## src/rtl/btfly_2_pair_buffer.sv

```systemverilog
// Input pairing stage for the radix-2 butterfly: buffers the first DEPTH samples
// of each 2*DEPTH block and emits registered (x[k], x[k+DEPTH]) operand pairs.
module btfly_2_pair_buffer #(
   parameter int NB_DATA = 8,
   parameter int DEPTH   = 4
) (
   input  logic               i_clock,
   input  logic               i_rst_n,
   input  logic               i_valid,
   input  logic               i_sync,
   input  logic [NB_DATA-1:0] i_data_r,
   input  logic [NB_DATA-1:0] i_data_i,
   output logic               o_valid,
   output logic               o_first,
   output logic               o_last,
   output logic [NB_DATA-1:0] o_data0_r,
   output logic [NB_DATA-1:0] o_data0_i,
   output logic [NB_DATA-1:0] o_data1_r,
   output logic [NB_DATA-1:0] o_data1_i
);

   localparam int NB_CNT  = $clog2(2 * DEPTH);
   localparam int NB_ADDR = (DEPTH > 1) ? $clog2(DEPTH) : 1;

   localparam logic [NB_CNT-1:0] CNT_ZERO = {NB_CNT{1'b0}};
   localparam logic [NB_CNT-1:0] CNT_ONE  = {{(NB_CNT-1){1'b0}}, 1'b1};
   localparam logic [NB_CNT-1:0] CNT_HALF = NB_CNT'(DEPTH);
   localparam logic [NB_CNT-1:0] CNT_LAST = NB_CNT'(2 * DEPTH - 1);

   logic [NB_CNT-1:0]  cnt_r;
   logic [NB_CNT-1:0]  idx_s;
   logic [NB_CNT-1:0]  cnt_next_s;
   logic               pair_s;
   logic               wr_en_s;
   logic               pair_en_s;
   logic               first_s;
   logic               last_s;
   logic [NB_ADDR-1:0] wr_addr_s;
   logic [NB_ADDR-1:0] rd_addr_s;
   logic [NB_DATA-1:0] rd_data_r_s;
   logic [NB_DATA-1:0] rd_data_i_s;

   // Buffer is deliberately left unreset; every entry is refilled before it is read.
   logic [NB_DATA-1:0] mem_re_r [DEPTH];
   logic [NB_DATA-1:0] mem_im_r [DEPTH];

   logic               valid_r;
   logic               first_r;
   logic               last_r;
   logic [NB_DATA-1:0] data0_re_r;
   logic [NB_DATA-1:0] data0_im_r;
   logic [NB_DATA-1:0] data1_re_r;
   logic [NB_DATA-1:0] data1_im_r;

   // Effective block index, phase decode and next counter value.
   always_comb begin
      idx_s      = cnt_r;
      cnt_next_s = CNT_ZERO;
      if (i_valid && i_sync) begin
         idx_s = CNT_ZERO;
      end else begin
         idx_s = cnt_r;
      end
      if (idx_s == CNT_LAST) begin
         cnt_next_s = CNT_ZERO;
      end else begin
         cnt_next_s = idx_s + CNT_ONE;
      end
      pair_s    = (idx_s >= CNT_HALF);
      wr_en_s   = i_valid && !pair_s;
      pair_en_s = i_valid && pair_s;
      first_s   = (idx_s == CNT_HALF);
      last_s    = (idx_s == CNT_LAST);
      wr_addr_s = NB_ADDR'(idx_s);
      rd_addr_s = NB_ADDR'(idx_s - CNT_HALF);
   end

   // Fill and pair phases never coincide, so the read needs no write bypass.
   assign rd_data_r_s = mem_re_r[rd_addr_s];
   assign rd_data_i_s = mem_im_r[rd_addr_s];

   // Block position counter; only accepted samples advance it.
   always_ff @(posedge i_clock or negedge i_rst_n) begin
      if (!i_rst_n) begin
         cnt_r <= CNT_ZERO;
      end else if (i_valid) begin
         cnt_r <= cnt_next_s;
      end else begin
         cnt_r <= cnt_r;
      end
   end

   // First-half sample storage.
   always_ff @(posedge i_clock) begin
      if (wr_en_s) begin
         mem_re_r[wr_addr_s] <= i_data_r;
         mem_im_r[wr_addr_s] <= i_data_i;
      end
   end

   // Registered operand pair; data and markers hold across gaps.
   always_ff @(posedge i_clock or negedge i_rst_n) begin
      if (!i_rst_n) begin
         valid_r    <= 1'b0;
         first_r    <= 1'b0;
         last_r     <= 1'b0;
         data0_re_r <= {NB_DATA{1'b0}};
         data0_im_r <= {NB_DATA{1'b0}};
         data1_re_r <= {NB_DATA{1'b0}};
         data1_im_r <= {NB_DATA{1'b0}};
      end else begin
         valid_r <= pair_en_s;
         if (pair_en_s) begin
            first_r    <= first_s;
            last_r     <= last_s;
            data0_re_r <= rd_data_r_s;
            data0_im_r <= rd_data_i_s;
            data1_re_r <= i_data_r;
            data1_im_r <= i_data_i;
         end
      end
   end

   assign o_valid   = valid_r;
   assign o_first   = first_r;
   assign o_last    = last_r;
   assign o_data0_r = data0_re_r;
   assign o_data0_i = data0_im_r;
   assign o_data1_r = data1_re_r;
   assign o_data1_i = data1_im_r;

endmodule

```

## config.mk

```make
export PLATFORM = sky130hd
export DESIGN_NAME = btfly_2_pair_buffer
export DESIGN_NICKNAME = d
export VERILOG_FILES = /design/src/rtl/btfly_2_pair_buffer.sv
export SDC_FILE = /design/constraint.sdc
export NUM_CORES = 1
export LEC_CHECK = 0
export CAP_MARGIN = 0
export CORE_UTILIZATION = 28
export DETAILED_ROUTE_END_ITERATION = 8
export PLACE_DENSITY = 0.57
export SLEW_MARGIN = 20
export SYNTH_ARGS = -nofsm -noshare
export SYNTH_HDL_FRONTEND = slang
export SYNTH_SLANG_ARGS = --single-unit
```

## constraint.sdc

```tcl
create_clock -name i_clock -period 2.8 [get_ports i_clock]
set_input_delay 0.56 -clock i_clock [delete_from_list [all_inputs] [get_ports i_clock]]
set_output_delay 0.56 -clock i_clock [all_outputs]
set_load 0.01 [all_outputs]
```

Word level (Yosys, flattened, before mapping)
Memory sizes are Yosys's and may differ from the RTL's. A register that Yosys moved wholly into a read port is not among the register bits. Index checks and enable logic that the tools add are counted.

Register bits after elaboration: 22. Output and inout bits: 35. Word-level logic and storage cells: 23. Memory bits (writable): 64. Bits of input ports: 20. Memories: 2.

Memory list: mem_im_r (words 4, bits a word 8, rd ports 1, clocked after Yosys merged registers in 1, wr ports 1, RTL line 45) `logic [NB_DATA-1:0] mem_im_r [DEPTH];`; mem_re_r (words 4, bits a word 8, rd ports 1, clocked after Yosys merged registers in 1, wr ports 1, RTL line 44) `logic [NB_DATA-1:0] mem_re_r [DEPTH];`.

Reduce and logical (&&, ||, !) cells: 6. Add/subtract/negate cells: 2. Muxes and demuxes: 4. Equal/unequal tests: 2. Magnitude comparators: 1.

Operator list (number): $eq 3x3->1 const B (2); $mux 3 (2); $add 3x1->3 const B (1); $ge 3x3->1 const B (1); $logic_and 1x1->1 (3); $logic_not 1->1 (3); $mux 1 (2); $sub 2x1->2 const B (1).

Depth between registers and ports, before layout
Gate-level depths: netlist of run 1.

Depth after elaboration: 7. Gate-level depth with buffers: 7. Gate-level depth less buffers: 6.

Worst setup path before layout of run 1
No wires, ideal clock.

Path kind: in2reg. Start: input i_valid. End: memory mem_im_r[3][0] (enable). Library setup time: 413 ps. Data arrival time: 2122 ps. Data required time: 2387 ps. Stages: 4. Slack: 266 ps. Buffers on the path: 1. Path through: buf_6 > nor2b_4 > nand2_1 > nor3b_1.

Cells in the longest elaborated chain, start to end: 7.

RTL lines: start: declaration (RTL line 9) `input logic i_valid,`; $logic_and 1x1->1 (RTL line 59) `if (i_valid && i_sync) begin`; $mux 3 (RTL line 59); $ge 3x3->1 (RTL line 69) `pair_s = (idx_s >= CNT_HALF);`; $logic_not 1->1 (RTL line 70) `wr_en_s = i_valid && !pair_s;`; $logic_and 1x1->1 (RTL line 70); $mux 1 (RTL line 95) `if (wr_en_s) begin`; $mux 1 (not written as such) (RTL line 97) `mem_im_r[wr_addr_s] <= i_data_i;`; end: declaration (RTL line 45).

Several ways; a longest one is shown, not always the timed one.

Final worst setup path of run 1
Start: input i_sync. End: memory mem_im_r[2][3] (enable).

Cells in the longest elaborated chain, start to end: 7.

RTL lines: start: declaration (RTL line 10) `input logic i_sync,`; $logic_and 1x1->1 (*) (RTL line 59); $mux 3 (*) (RTL line 59); $ge 3x3->1 (RTL line 69); $logic_not 1->1 (RTL line 70); $logic_and 1x1->1 (RTL line 70); $mux 1 (RTL line 95); $mux 1 (not written as such) (RTL line 97).

Every way passes the cells marked *; elsewhere a longest branch is shown, timed or not.

==> results of run 1 <==
[worst max-delay path by stage]
stage            start  slack [ps]             end  cells after the start
2_1_floorplan  i_valid         270  mem_im_r[3][0]                      4
3_3_place_gp    i_sync         260  mem_im_r[2][0]                      8
3_5_place_dp    i_sync         220  mem_im_r[2][0]                      8
4_1_cts         i_sync         580  mem_im_r[2][3]                      8
5_1_grt         i_sync         460  mem_re_r[2][5]                      8
6_report        i_sync         600  mem_im_r[2][3]                      8
[cells in the mapped netlist, drive strengths merged]
cell type  number  area share
edfxtp         64        0.49
a222oi          8       0.020
clkbuf          2      0.0019
ha              2      0.0063
and3            1      0.0016
nor2b          10       0.018
nor3b           1      0.0019
mux2           27       0.093
o21a           10       0.019
nand2           5      0.0054
nor2           10      0.0095
mux2i           8       0.020
a31oi           8       0.013
o21ai           1      0.0013
buf            12       0.023
and2            3      0.0054
a21oi          10       0.013
dfrtp          38        0.24
nor3            2      0.0025
o221ai          8       0.018
inv             2      0.0019
[flip-flops by register name, summed over array words and instances, names as in the netlist]
register and count:
o_last 1, o_data0_i 8, cnt_r 3, mem_re_r 32, mem_im_r 32, o_valid 1
o_data1_r 8, o_data0_r 8, o_first 1, o_data1_i 8
[cell usage in the layout (no fill, tap or decap)]
cell type / instances
buf_4: 14
ha_1: 2
and2_4: 1
a222oi_1: 8
clkbuf_8: 1
edfxtp_1: 64
clkinv_2: 1
nor2b_1: 9
nand2_1: 4
o21a_1: 10
clkbuf_1: 2
nand2_2: 1
and2_1: 2
dfrtp_1: 38
clkinvlp_4: 1
buf_2: 1
clkdlybuf4s50_1: 53
inv_2: 1
nor3_1: 1
a21oi_2: 1
buf_12: 1
a31oi_1: 8
nor3b_2: 1
nor3_2: 1
o221ai_1: 8
clkbuf_16: 9
mux2_4: 17
a21oi_1: 9
o21ai_0: 1
mux2_2: 10
nor2_1: 10
mux2i_1: 8
inv_1: 1
bufinv_16: 2
and3_1: 1
nor2b_4: 1
[metrics by stage]
| step | util | instance area (um^2) | std cells |
|---|---|---|---|
| floorplan | - | 3960 | 232 |
| global placement | 0.344 | 4760 | 467 |
| detailed placement | 0.344 | 4760 | 467 |
| CTS | 0.367 | 5080 | 483 |
| global route | 0.367 | 5080 | 483 |
| finish | 0.367 | 5080 | 483 |
[where the power goes]
part / internal [mW] / leakage [nW] / switching [mW]
Sequential: 1.93 / 1.03 / 0.189
Combinational: 0.801 / 0.682 / 0.520
Clock: 0.807 / 0.153 / 0.522
Total: 3.54 / 1.87 / 1.23
[cell families after synthesis]
group,count (synthesis)
compound gates,45
fa+ha+maj,2
buf+inv,16
flops,102
mux,35
simple gates,32
[per-layer routing]
layer	global-route usage	share of wire	vias to the layer above
li1	-	-	1024
met1	0.153	0.48	1112
met2	0.182	0.46	47
met3	0.0258	0.035	15
met4	0.0702	0.028	0
met5	0	0	-
[cell type report]
| type | instances | area (um^2) | area share |
|---|---|---|---|
| well taps | 180 | 225 | 0.0444 |
| clock inverters | 4 | 72.6 | 0.0143 |
| flip-flops and latches | 102 | 2870 | 0.566 |
| clock buffers | 12 | 246 | 0.0486 |
| inverters | 2 | 7.51 | 0.00148 |
| repair buffers | 69 | 661 | 0.130 |
| multi-input cells | 114 | 991 | 0.195 |
==> impl_metrics.py, run 1 <==
metrics = {
    "critical_path": {
        "rr_worst_depth": 6,
        "cp_slowest_cell": "clkdlybuf4s50_1",
        "cp_num_buf_inv": 3,
        "cp.arrival_ps": 2230,
        "rr_endpoint": "mem_im_r[2][3]",
        "reg2reg_slack_ps": 810,
        "crit_top_cell": "nand2_1",
        "timing.rr.start": "cnt_r[1]",
        "cp.required_ps": 2830,
        "crit_path_start_kind": "input port",
        "crit_chain": "clkdlybuf4s50_1, nand2_1, nand2_2, inv_2, ha_1, nand2_1, a21oi_2, buf_4",
        "slowest_delay_ps": 500,
        "worstSetupPathType": "input port to register",
        "crit_fanout": 16,
        "cp_top_family": "buffers and inverters",
        "critPathCaptureType": "register",
    },
    "finish": {
        "antenna_cells": 0,
        "fillers": 1279,
        "area_growth_pct": 28.3,
        "post_route_cells_drive_above_1_share": 0.211,
        "nets": 320,
    },
    "yosys": {
        "syn_area_mm2": 0.00396,
        "synth.area.mux_share": 0.113,
        "synth_compound_area_frac": 0.0835,
        "synth_xor_area_frac": 0,
        "synth_adder_area_share": 0.00632,
        "synth_area_per_cell_um2": 17.1,
        "synth_cell_type_count": 28,
        "syn-num-nets": 254,
        "yosys.area_share.simple": 0.0439,
        "yosysSeqAreaShare": 0.726,
        "synth_top_family_by_area": "multiplexers",
        "syn_inst": 232,
        "yosys_warnings": 0,
        "ys_seq_elements": 102,
    },
    "placement": {
        "io_buffers": 54,
        "dpl.hpwl_um": 5110,
        "gp_congestion": 0.735,
        "dp_slack_ps": 222,
    },
    "timing": {
        "period_share": 0.785,
        "rsz0062_at_grt": "false",
        "postLayoutSetupSlackWorst_ps": 602,
        "setup_viol": 0,
        "finalHoldWorstSlack_ps": 351,
        "fmax_mhz": 455,
        "fin_setup_tns_ps": 0,
        "hold_violations": 0,
        "tightest_slew_ps": 960,
        "slew-limit-headroom": 0.360,
        "layout_min_cycle_time_ps": 2200,
        "slew_violations": 0,
        "fin_skew_ps": 6.96,
    },
    "clock_tree": {
        "clk_latency_ps": 350,
        "post_cts_buffers": 0,
        "cts.clk_slew.worst_paths_ps": 70,
        "htreeDepth": 3,
        "cts_buffer_depth": 2,
        "cts_resized": 0,
        "cts_tree": "done",
        "cts_num_sinks": 102,
        "cts_inserted_buffers": 9,
        "hold_buffers": 0,
        "root_buffer": "clkbuf_16",
    },
    "outcome": {
        "outcome": "finished, final reports clean",
    },
    "global_routing": {
        "antenna_found_initial": 0,
        "grt_max_degree": 39,
        "grt_pass1_wl_um": 12700,
        "grt_pass1_vias": 2239,
        "grt.total_usage": 0.118,
        "grt_overflow_total": 0,
    },
    "pwr": {
        "p_total_mw": 4.77,
        "leakage_nw": 1.87,
        "p_per_area_mw_per_mm2": 940,
        "ir_drop_v": 0.000340,
    },
    "detailed_routing": {
        "drtPass1Iterations": 6,
        "drc": 0,
        "viasPerCell": 4.55,
        "ant_nets": 0,
        "wl_per_cell_um": 16.5,
        "wl_um": 7960,
        "dr_total_vias": 2198,
        "drtIter0Drc": 91,
    },
    "floorplanning": {
        "boundaryPins": 55,
        "coreArea_mm2": 0.0138,
        "initial_utilization": 0.286,
        "fp.dieW_um": 121,
        "rows": 43,
        "die_y_um": 121,
        "die_area_mm2": 0.0146,
    },
    "hold_path": {
        "hp-class": "input port to asynchronous set/reset pin",
    },
    "run": {
        "maxCapViolations": 0,
    },
}
(Power assumes the default switching activity.)
==> inputs of run 2 (changes only) <==
Settings changed: PLACE_DENSITY 0.57 to 0.59.
Clock period 2.8 ns to 1.9 ns, I/O delays scaled along.
==> run 2 against run 1 <==
Final area increased by 2.9%. Via count rose by 2.1%. Utilization is 1.1 points higher. Clock-buffer cell count is 1 lower. Sequential cell count did not move. Non-clock buffer count is 15 higher. Sequential power increased by 47%. Largest cell class unchanged.
==> impl_metrics.py, run 2 (same netlist as run 1, synthesis figures left out) <==
metrics = {
    "critical_path": {
        "cp.arrival_ps": 1780,
        "cp.required_ps": 1950,
        "timing.rr.start": "cnt_r[0]",
        "startpoint": "i_sync",
        "worstSetupPathType": "input port to register",
        "crit_path_start_kind": "input port",
        "crit_fanout": 8,
        "critPathCaptureType": "register",
    },
    "global_routing": {
        "grt.total_usage": 0.117,
        "grt_overflow_total": 0,
        "grt_max_degree": 39,
        "grt_pass1_wl_um": 12700,
        "antenna_found_initial": 0,
        "grt_pass1_vias": 2308,
    },
    "outcome": {
        "outcome": "finished, final reports clean",
    },
    "timing": {
        "hold_violations": 0,
        "tightest_slew_ps": 393,
        "slew-limit-headroom": 0.737,
        "fin_setup_tns_ps": 0,
        "slew_violations": 0,
        "fmax_mhz": 576,
        "fin_skew_ps": 8.48,
        "finalHoldWorstSlack_ps": 489,
        "period_share": 0.914,
        "layout_min_cycle_time_ps": 1740,
        "rsz0062_at_grt": "false",
        "setup_viol": 0,
    },
    "floorplanning": {
        "fp.dieW_um": 121,
        "coreArea_mm2": 0.0138,
        "rows": 43,
        "boundaryPins": 55,
        "die_y_um": 121,
        "die_area_mm2": 0.0146,
        "initial_utilization": 0.286,
    },
    "detailed_routing": {
        "drtIter0Drc": 151,
        "drtPass1Iterations": 4,
        "viasPerCell": 4.51,
        "wl_um": 8030,
        "dr_total_vias": 2244,
        "wl_per_cell_um": 16.1,
        "ant_nets": 0,
        "drc": 0,
    },
    "finish": {
        "finalCoreUtilization": 0.378,
        "final_cells": 498,
        "nets": 335,
        "post_route_cells_drive_above_1_share": 0.248,
        "final_common_cell": "edfxtp_1",
        "mostFrequentLayoutCells": "64 x edfxtp_1, 53 x clkdlybuf4s50_1, 38 x dfrtp_1, 25 x buf_4, 17 x mux2_4",
        "antenna_cells": 0,
        "top_regs": "mem_im_r (32), mem_re_r (32)",
        "area_growth_pct": 32.0,
    },
    "hold_path": {
        "min-delay-start": "o_data0_r[1]",
        "hp-class": "register to register",
    },
    "clock_tree": {
        "clk_latency_ps": 340,
        "cts_tree": "done",
        "cts_buffer_depth": 2,
        "post_cts_buffers": 0,
        "root_buffer": "clkbuf_16",
        "cts_num_sinks": 102,
        "cts.clk_slew.worst_paths_ps": 70,
        "cts_inserted_buffers": 9,
        "htreeDepth": 3,
    },
    "run": {
        "maxCapViolations": 0,
    },
    "placement": {
        "gp_congestion": 0.714,
        "io_buffers": 54,
        "dpl.hpwl_um": 5280,
        "dp.cells": 481,
    },
    "pwr": {
        "ir_drop_v": 0.000520,
        "p_per_area_mw_per_mm2": 1340,
        "leakage_nw": 1.95,
    },
}
[run 2: cell count changes in the layout (fill, tap and decap cells not counted)]
cell,change
nor3b_2,-1
nor3b_4,+1
buf_4,+11
clkinvlp_4,+1
dlygate4sd3_1,+1
a21oi_4,+1
bufinv_16,-1
a21oi_2,-1
clkbuf_1,-1
clkinv_4,+1
buf_12,+3
[run 2: worst paths after layout]
path,endpoint,slack (ps),cells past startpoint
worst max-delay path,mem_re_r[2][1],160,8
max in group asynchronous,o_data0_r[2],1150,3
min in group asynchronous,o_valid,530,3
worst max register to register,mem_re_r[2][1],210,6
worst min register to register,o_data0_r[1],490,1
worst min-delay path,o_data0_r[1],490,1
[run 2: repair_timing]
action,4_1_cts,5_1_grt
hold buffers,1,0
endpoints found under the hold margin,9,0
resized for setup,0,0
[run 2: per-layer routing]
metal  track usage  up-vias  share of wire
li1              -     1058              -
met1         0.153     1123           0.45
met2         0.186       55           0.49
met3        0.0277        8          0.044
met4        0.0509        0          0.015
met5             0        -              0
[run 2: cell type report]
cell class	count	area [um^2]
Clock buffer	11	243
Sequential cell	102	2870
Inverter	2	7.51
Multi-Input combinational cell	114	1000
Fill cell	1314	8600
Tap cell	180	225
Clock inverter	5	58.8
Timing Repair Buffer	84	813
[run 2: worst max-delay path, stage by stage]
cell and delay, ps:
clkdlybuf4s50_1 430, nand2_1 220, nand2_2 100, inv_2 90, ha_1 150, nand2_1 90, a21oi_4 120, buf_4 200
[run 2: through the flow]
stage	total power [mW]	area [um^2]	setup WS (ps)
floorplan	4.12	3990	13.0
global placement	5.21	4910	-104
detailed placement	5.24	4910	-162
CTS	7.12	5230	157
global route	7.36	5230	76.6
finish	7.02	5230	164
[run 2: report_power, final]
part	switching (mW)	internal, mW	leakage, nW
Sequential	0.264	2.85	1.03
Clock	0.791	1.06	0.142
Combinational	0.804	1.26	0.775
==> inputs of run 3 (changes only) <==
--- a/config.mk
+++ b/config.mk
@@ -9,4 +9,5 @@
 export CORE_UTILIZATION = 28
 export DETAILED_ROUTE_END_ITERATION = 8
+export MAX_ROUTING_LAYER = met4
 export PLACE_DENSITY = 0.59
 export SLEW_MARGIN = 20
==> constraint.sdc (replaced) <==
create_clock -name i_clock -period 1.9 [get_ports i_clock]
set_input_delay 0.38 -clock i_clock [delete_from_list [all_inputs] [get_ports i_clock]]
set_output_delay 0.38 -clock i_clock [all_outputs]
set_load 0.02 [all_outputs]
==> run 3 against run 2 <==
Critical path type unchanged. Routed wire length about the same. Total power increased by 4.1%. Combinational power is 14% higher. Highest routed layer unchanged. Maximum frequency hardly changed.
==> impl_metrics.py, run 3 (same netlist as run 1, synthesis figures left out) <==
metrics = {
    "outcome": {
        "outcome": "finished, final reports clean",
    },
    "global_routing": {
        "antenna_found_initial": 0,
        "grt.total_usage": 0.121,
        "grt_pass1_wl_um": 12700,
        "grt_pass1_vias": 2305,
        "grt_max_degree": 39,
        "grt_overflow_total": 0,
    },
    "detailed_routing": {
        "drtIter0Drc": 172,
        "dr_total_vias": 2261,
        "drc": 0,
        "drtPass1Iterations": 4,
        "wl_per_cell_um": 16.1,
        "ant_nets": 0,
        "viasPerCell": 4.54,
        "wl_um": 8020,
    },
    "finish": {
        "fillers": 1314,
        "mostFrequentLayoutCells": "64 x edfxtp_1, 53 x clkdlybuf4s50_1, 38 x dfrtp_1, 25 x buf_4, 17 x mux2_4",
        "area_growth_pct": 32.0,
        "top_regs": "mem_im_r (32), mem_re_r (32)",
        "final_common_cell": "edfxtp_1",
        "finalCoreUtilization": 0.378,
        "antenna_cells": 0,
        "nets": 335,
        "post_route_cells_drive_above_1_share": 0.248,
    },
    "critical_path": {
        "cp.required_ps": 1950,
        "crit_chain": "clkdlybuf4s50_1, nand2_1, nand2_2, inv_2, ha_1, nand2_1, a21oi_4, buf_4",
        "slowest_delay_ps": 430,
        "cp_top_family": "buffers and inverters",
        "timing.rr.start": "cnt_r[0]",
        "worstSetupPathType": "input port to register",
        "cp_num_buf_inv": 3,
        "cp.arrival_ps": 1780,
        "rr_endpoint": "mem_re_r[3][1]",
        "cp_slowest_cell": "clkdlybuf4s50_1",
        "crit_fanout": 8,
        "reg2reg_slack_ps": 210,
        "rr_worst_depth": 4,
        "crit_path_start_kind": "input port",
        "crit_top_cell": "nand2_1",
        "critPathCaptureType": "register",
    },
    "timing": {
        "period_share": 0.914,
        "fin_setup_tns_ps": 0,
        "finalHoldWorstSlack_ps": 490,
        "slew-limit-headroom": 0.735,
        "tightest_slew_ps": 396,
        "rsz0062_at_grt": "false",
        "layout_min_cycle_time_ps": 1740,
        "slew_violations": 0,
        "fin_skew_ps": 9.79,
        "setup_viol": 0,
        "hold_violations": 0,
        "fmax_mhz": 576,
    },
    "floorplanning": {
        "boundaryPins": 55,
        "fp.dieW_um": 121,
        "coreArea_mm2": 0.0138,
        "die_y_um": 121,
        "rows": 43,
        "initial_utilization": 0.286,
        "die_area_mm2": 0.0146,
    },
    "clock_tree": {
        "cts_resized": 0,
        "cts.clk_slew.worst_paths_ps": 70,
        "hold_buffers": 1,
        "root_buffer": "clkbuf_16",
        "clk_latency_ps": 350,
        "cts_buffer_depth": 2,
        "post_cts_buffers": 0,
        "cts_inserted_buffers": 9,
        "htreeDepth": 3,
        "cts_tree": "done",
        "cts_num_sinks": 102,
    },
    "pwr": {
        "p_per_area_mw_per_mm2": 1400,
        "leakage_nw": 1.95,
        "ir_drop_v": 0.000554,
    },
    "hold_path": {
        "hp-class": "register to register",
        "hold_end": "o_data0_r[1]",
        "hold_path_depth": 1,
        "min-delay-start": "o_data0_r[1]",
    },
    "run": {
        "maxCapViolations": 0,
    },
    "placement": {
        "gp_congestion": 0.722,
        "io_buffers": 54,
        "dpl.hpwl_um": 5280,
    },
}
[run 3: cell counts in the layout (fill, tap and decap cells not counted)]
No cell type changed its count.
[run 3: area by class of cell]
class / count / area [um^2] / share of cell area
Multi-Input combinational cell: 114 / 1000 / 0.192
Clock inverter: 5 / 58.8 / 0.0113
Tap cell: 180 / 225 / 0.0431
Clock buffer: 11 / 243 / 0.0465
Timing Repair Buffer: 84 / 813 / 0.156
Inverter: 2 / 7.51 / 0.00144
Sequential cell: 102 / 2870 / 0.550
[run 3: report_power, final]
part	leakage [nW]	switching (mW)	internal, mW
clock network	0.142	0.792	1.06
registers	1.03	0.263	2.85
logic	0.775	1.09	1.26
[run 3: worst max-delay path by stage]
stage	start	endpoint	slack, ps	cells past startpoint
global route	i_sync	mem_re_r[2][1]	80	8
CTS	i_sync	mem_re_r[2][1]	160	8
finish	i_sync	mem_re_r[2][1]	160	8
detailed placement	i_valid	mem_re_r[2][7]	-160	8
floorplan	cnt_r[0]	mem_im_r[1][0]	10	4
global placement	i_valid	mem_im_r[2][6]	-100	8
[run 3: metal layers]
layer  part of all wire  GRT usage
met5                  0          -
met2               0.49      0.186
met3              0.039     0.0268
met1               0.45      0.153
met4              0.015     0.0509
[run 3: stage by stage]
| stage | instances | setup WS, ps | area (um^2) | power [mW] |
|---|---|---|---|---|
| after floorplan | 232 | 13.0 | 3990 | 4.40 |
| after global placement | 481 | -104 | 4910 | 5.49 |
| after detailed placement | 481 | -162 | 4910 | 5.52 |
| after CTS | 498 | 157 | 5230 | 7.41 |
| after global routing | 498 | 76.6 | 5230 | 7.64 |
| final | 498 | 164 | 5230 | 7.31 |
[run 3: worst register-to-register path, delay by kind of cell (launching register included)]
| family | cells | cell delay [ps] |
|---|---|---|
| buf+inv | 2 | 450 |
| flops | 1 | 550 |
| simple gates | 2 | 390 |
==> variant 1 (flow settings as in run 1) <==
`NB_DATA`: 8 -> 16.
--- a/src/rtl/btfly_2_pair_buffer.sv
+++ b/src/rtl/btfly_2_pair_buffer.sv
@@ -3,3 +3,3 @@
 module btfly_2_pair_buffer #(
-   parameter int NB_DATA = 8,
+   parameter int NB_DATA = 16,
    parameter int DEPTH   = 4
Ports: changed (6 resized); port bits go from 55 to 103. The function was not compared with the original's and may differ.
==> variant 1 against run 1 <==
- sequential cell count up 96
- largest cell class unchanged
- critical path type unchanged
- area after synthesis rose by 93%
- maximum frequency up 0.18%
- final area increased by 89%
- total power is 91% higher
- combinational power up 94%
- setup slack better by 0.0038 ns
- routed wire length grew 100%
==> variant 1: results (changes against run 1) <==
[worst_setup_path]
path_max_fanout=19  ; +3
r2r.worst_path.cells=4  ; -2
arrival_ns=2.30  ; +0.07 ns

[final_layout]
reg.largest.list=mem_im_r (64), mem_re_r (64)
drive_above_1_share=0.198  ; -0.0130
fin_cells=896  ; +86%
nNetsFinal=580  ; +81%

[pwr]
ir_drop_v=0.000358  ; +5.1%
leakage_uw=0.00350  ; +88%

[synthesis]
synth_area_leaders=edfxtp_1, dfrtp_1, mux2_4, mux2i_1, mux2_2
synth_common_cells=edfxtp_1, dfrtp_1, mux2_4
async_flop_share=0.354  ; -0.0190

[timing]
fin_skew_ns=0.0111  ; +0.00410 ns
worst_pin_slew_ns=0.846  ; -0.115 ns

[routing]
drt-vias-per-instance=4.66  ; +2.4%
wire_per_inst_um=18.1  ; +10%
dr.pass1.iters=5  ; -1

[placement]
dp.cells=864  ; +85%
dpl.hpwl_um=10300  ; +100%
gp_congestion=0.709  ; -3.5%
place_area_mm2=0.00904  ; +90%

[outcome]
status=finished, final reports clean

[grt]
grt_pass1_vias=4376  ; +95%
grt_start_max_net_pins=68  ; +74%

[clock_network]
cts_buffers=17  ; +8
clk_latency_ns=0.43  ; +0.08 ns

## variant 1: critical path, stage by stage
cell,delay (ns)
clkdlybuf4s50_1,0.71
nand2_4,0.19
nand2_1,0.13
ha_1,0.17
nand2_1,0.09
a21oi_4,0.14
buf_4,0.29
## variant 1: layout make-up
| cell class | instances | area (um^2) | share of cell area |
|---|---|---|---|
| Sequential cell | 198 | 5600 | 0.582 |
| Multi-Input combinational cell | 202 | 1820 | 0.189 |
| Timing Repair Buffer | 121 | 1190 | 0.123 |
| Clock buffer | 18 | 429 | 0.0446 |
| Tap cell | 341 | 427 | 0.0444 |
| Clock inverter | 14 | 151 | 0.0157 |
| Inverter | 2 | 7.51 | 0.000781 |
## variant 1: logic make-up (layout without fill, tap and decap cells)
group / after synthesis / in the layout / synth area share
compound gates: 87 / 87 / 0.0845
fa+ha+maj: 2 / 2 / 0.00328
buf+inv: 32 / 155 / 0.0302
flops: 198 / 198 / 0.734
mux: 67 / 67 / 0.113
simple gates: 46 / 46 / 0.0351
## variant 1: routing by layer
layer,wire (um),track usage
met1,7220,0.153
met2,7980,0.197
met3,868,0.0354
met4,173,0.0386
met5,0,0
## variant 1: final timing paths
kind,start,end,slack [ns]
min in group i_clock,o_data0_i[4],o_data0_i[4],0.49
max in group asynchronous,i_rst_n,o_data0_i[7],1.91
worst min-delay path,i_rst_n,o_data1_i[1],0.23
worst max register to register,cnt_r[1],o_data0_i[7],0.70
worst max-delay path,i_valid,mem_im_r[2][9],0.61
worst min register to register,o_data0_i[4],o_data0_i[4],0.49
## variant 1: where the power goes
group	switching, uW	total [uW]	internal (uW)
logic	1030	2560	1530
clock network	1080	2410	1330
registers	372	4130	3760
==> variant 2 (flow settings as in run 1) <==
Made on the original files. Put one more register stage on the output `o_data0_i`, with the module's reset. The value now appears one clock later. The other outputs are not delayed to match.
--- a/src/rtl/btfly_2_pair_buffer.sv
+++ b/src/rtl/btfly_2_pair_buffer.sv
@@ -127,3 +127,9 @@
    assign o_data0_r = data0_re_r;
-   assign o_data0_i = data0_im_r;
+   always_ff @(posedge i_clock or negedge i_rst_n) begin
+      if (!i_rst_n) begin
+         o_data0_i <= '0;
+      end else begin
+         o_data0_i <= data0_im_r;
+      end
+   end
    assign o_data1_r = data1_re_r;
Formal check against the unedited RTL: not equivalent (a bounded check fails within 10 cycles, from zero or initial values and one cycle with i_rst_n low).
==> variant 2 against run 1 <==
- cell count is 1.4% higher
- global-route usage is 0.41 points lower
- combinational power is 8% lower
- final area is 2.8% higher
- die area is 4.5% higher
- sequential share of layout area is 2.3 points higher
- register-to-register slack worse by 0.11 ns
- setup slack better by 0.095 ns
- area after synthesis is 4.6% higher
- routed wire length is 3.0% lower
- synthesized cell count is 1.7% higher
- largest power group unchanged
- sequential cell count is 8 higher
- total power is 0.84% lower
- critical path type is now register to register
==> variant 2: results (changes against run 1) <==
[outcome]
status=finished, final reports clean

[final_layout]
layout_commonest_cell=edfxtp_1
diodes=0  ; unchanged
drive_above_1_share=0.163  ; -0.0478
reg.largest.list=mem_im_r (32), mem_re_r (32)
fillCellCount=1402  ; +9.6%
nNetsFinal=323  ; +0.94%

[worst_setup_path]
path_max_fanout=13  ; -3
start_kind=register
critPathTopFamily=compound AO/OA/AOI/OAI gates
arrival_ns=2.38  ; +0.15 ns
reg2reg_from=cnt_r[0]
crit_path_top_delay_cell=dfrtp_1
slowest_delay_ns=0.73  ; +0.23 ns
reg2reg_slack_ns=0.70  ; -0.11 ns

[placement]
dp.cells=474  ; +1.5%
pre_cts_ws_ns=0.409  ; +0.188 ns
io_buffers=54  ; unchanged
gp_congestion=0.701  ; -4.6%
dpl.hpwl_um=5220  ; +2.2%

[routing]
wire_per_inst_um=15.7  ; -4.4%
drt_iter0_drc=194  ; +110%
drt-vias-per-instance=4.47  ; -1.8%
dr.pass1.iters=5  ; -1
routed_wl_um=7720  ; -3.0%

[clock_network]
ctsHtreeMaxLevel=3  ; unchanged
root_buffer=clkbuf_16
cts_buffers=9  ; unchanged
post_cts_buffers=0  ; unchanged
clk_latency_ns=0.35  ; about the same
clock_path_buffers=2  ; unchanged
clk_pin_slew_ns=0.07  ; about the same
cts_repair_resize_count=0  ; unchanged

[min_path]
hp-class=primary input to asynchronous set/reset pin

[grt]
grt_pass1_wl_um=12500  ; -1.5%
grt_start_max_net_pins=39  ; unchanged
track_usage=0.114  ; -0.00407
antenna_found_initial=0  ; unchanged
grt_pass1_vias=2232  ; -0.31%

[synthesis]
ys_seq_area_frac=0.742  ; +0.0165
ys.flop_type=edfxtp_1
syn_nets=258  ; +1.6%
async_flop_share=0.418  ; +0.0456
synth_area_leaders=edfxtp_1, dfrtp_1, mux2_1, mux2_4, a222oi_1
synth_common_cells=edfxtp_1, dfrtp_1, mux2_1
avgSynthCellArea_um2=17.5  ; +2.8%
synth_edf_count=64  ; unchanged
yosysUniqueCellTypes=29  ; +3.6%
yosysWarnings=0  ; unchanged

[pwr]
ir_drop_v=0.000306  ; -10%
leakage_uw=0.00194  ; +4.0%

[timing]
fin_skew_ns=0.00429  ; -0.00267 ns
finalCritPeriodShare=0.751  ; -0.0339
worst_pin_slew_ns=0.909  ; -0.0508 ns

variant 2: cells by family (layout without fill, tap and decap cells):
logic type               count (synthesis)  after routing  share of synthesized area
AO/OA/AOI/OAI                           42             42                     0.0744
adder cells (fa/ha/maj)                  2              2                    0.00604
AND/OR/NAND/NOR                         31             31                     0.0435
flip-flops                             110            110                      0.742
buffers and inverters                   16             86                     0.0305
multiplexers                            35             35                      0.103
variant 2: metrics by stage:
stage          area [um^2]   util  hold slack, ns
6_report              5220  0.360           0.346
5_1_grt               5220  0.360           0.394
4_1_cts               5220  0.360           0.375
3_5_place_dp          4930  0.340           0.365
3_3_place_gp          4930  0.340           0.363
2_1_floorplan         4140      -           0.264
variant 2: worst reg2reg max path, cell delays in order (launching register included):
cell and delay (ns):
dfrtp_1 0.73, buf_4 0.32, nand2b_1 0.12, a21oi_2 0.46, a222oi_1 0.21, a21oi_1 0.20
variant 2: routing by layer:
layer / GRT usage / wire (um) / vias up
li1: - / - / 1039
met3: 0.0412 / 393 / 12
met2: 0.187 / 3890 / 46
met4: 0.0429 / 118 / 0
met1: 0.137 / 3320 / 1092
met5: 0 / 0 / -
variant 2: final timing paths:
path | to | cells after the start
worst max-delay path | data0_im_r[5] | 5
worst min-delay path | o_data0_i[7] | 1
worst max register to register | data0_im_r[5] | 5
worst min register to register | o_data0_i[7] | 0
max in group asynchronous | o_data0_i[4] | 2
min in group i_clock | o_data0_i[7] | 0
variant 2: report_power, final:
| group | total (uW) | switching (uW) | internal, uW | leakage [uW] |
|---|---|---|---|---|
| registers | 2280 | 181 | 2100 | 0.00112 |
| clock network | 1240 | 552 | 687 | 0.000141 |
| logic | 1210 | 518 | 691 | 0.000682 |
| total | 4730 | 1250 | 3480 | 0.00194 |
variant 2: final cells by class:
cell class	instances	area, um^2	share of cell area
Clock inverter	7	65.1	0.0125
Inverter	3	13.8	0.00264
Timing Repair Buffer	67	658	0.126
Multi-Input combinational cell	110	952	0.182
Tap cell	184	230	0.0441
Clock buffer	9	225	0.0432
Sequential cell	110	3070	0.589
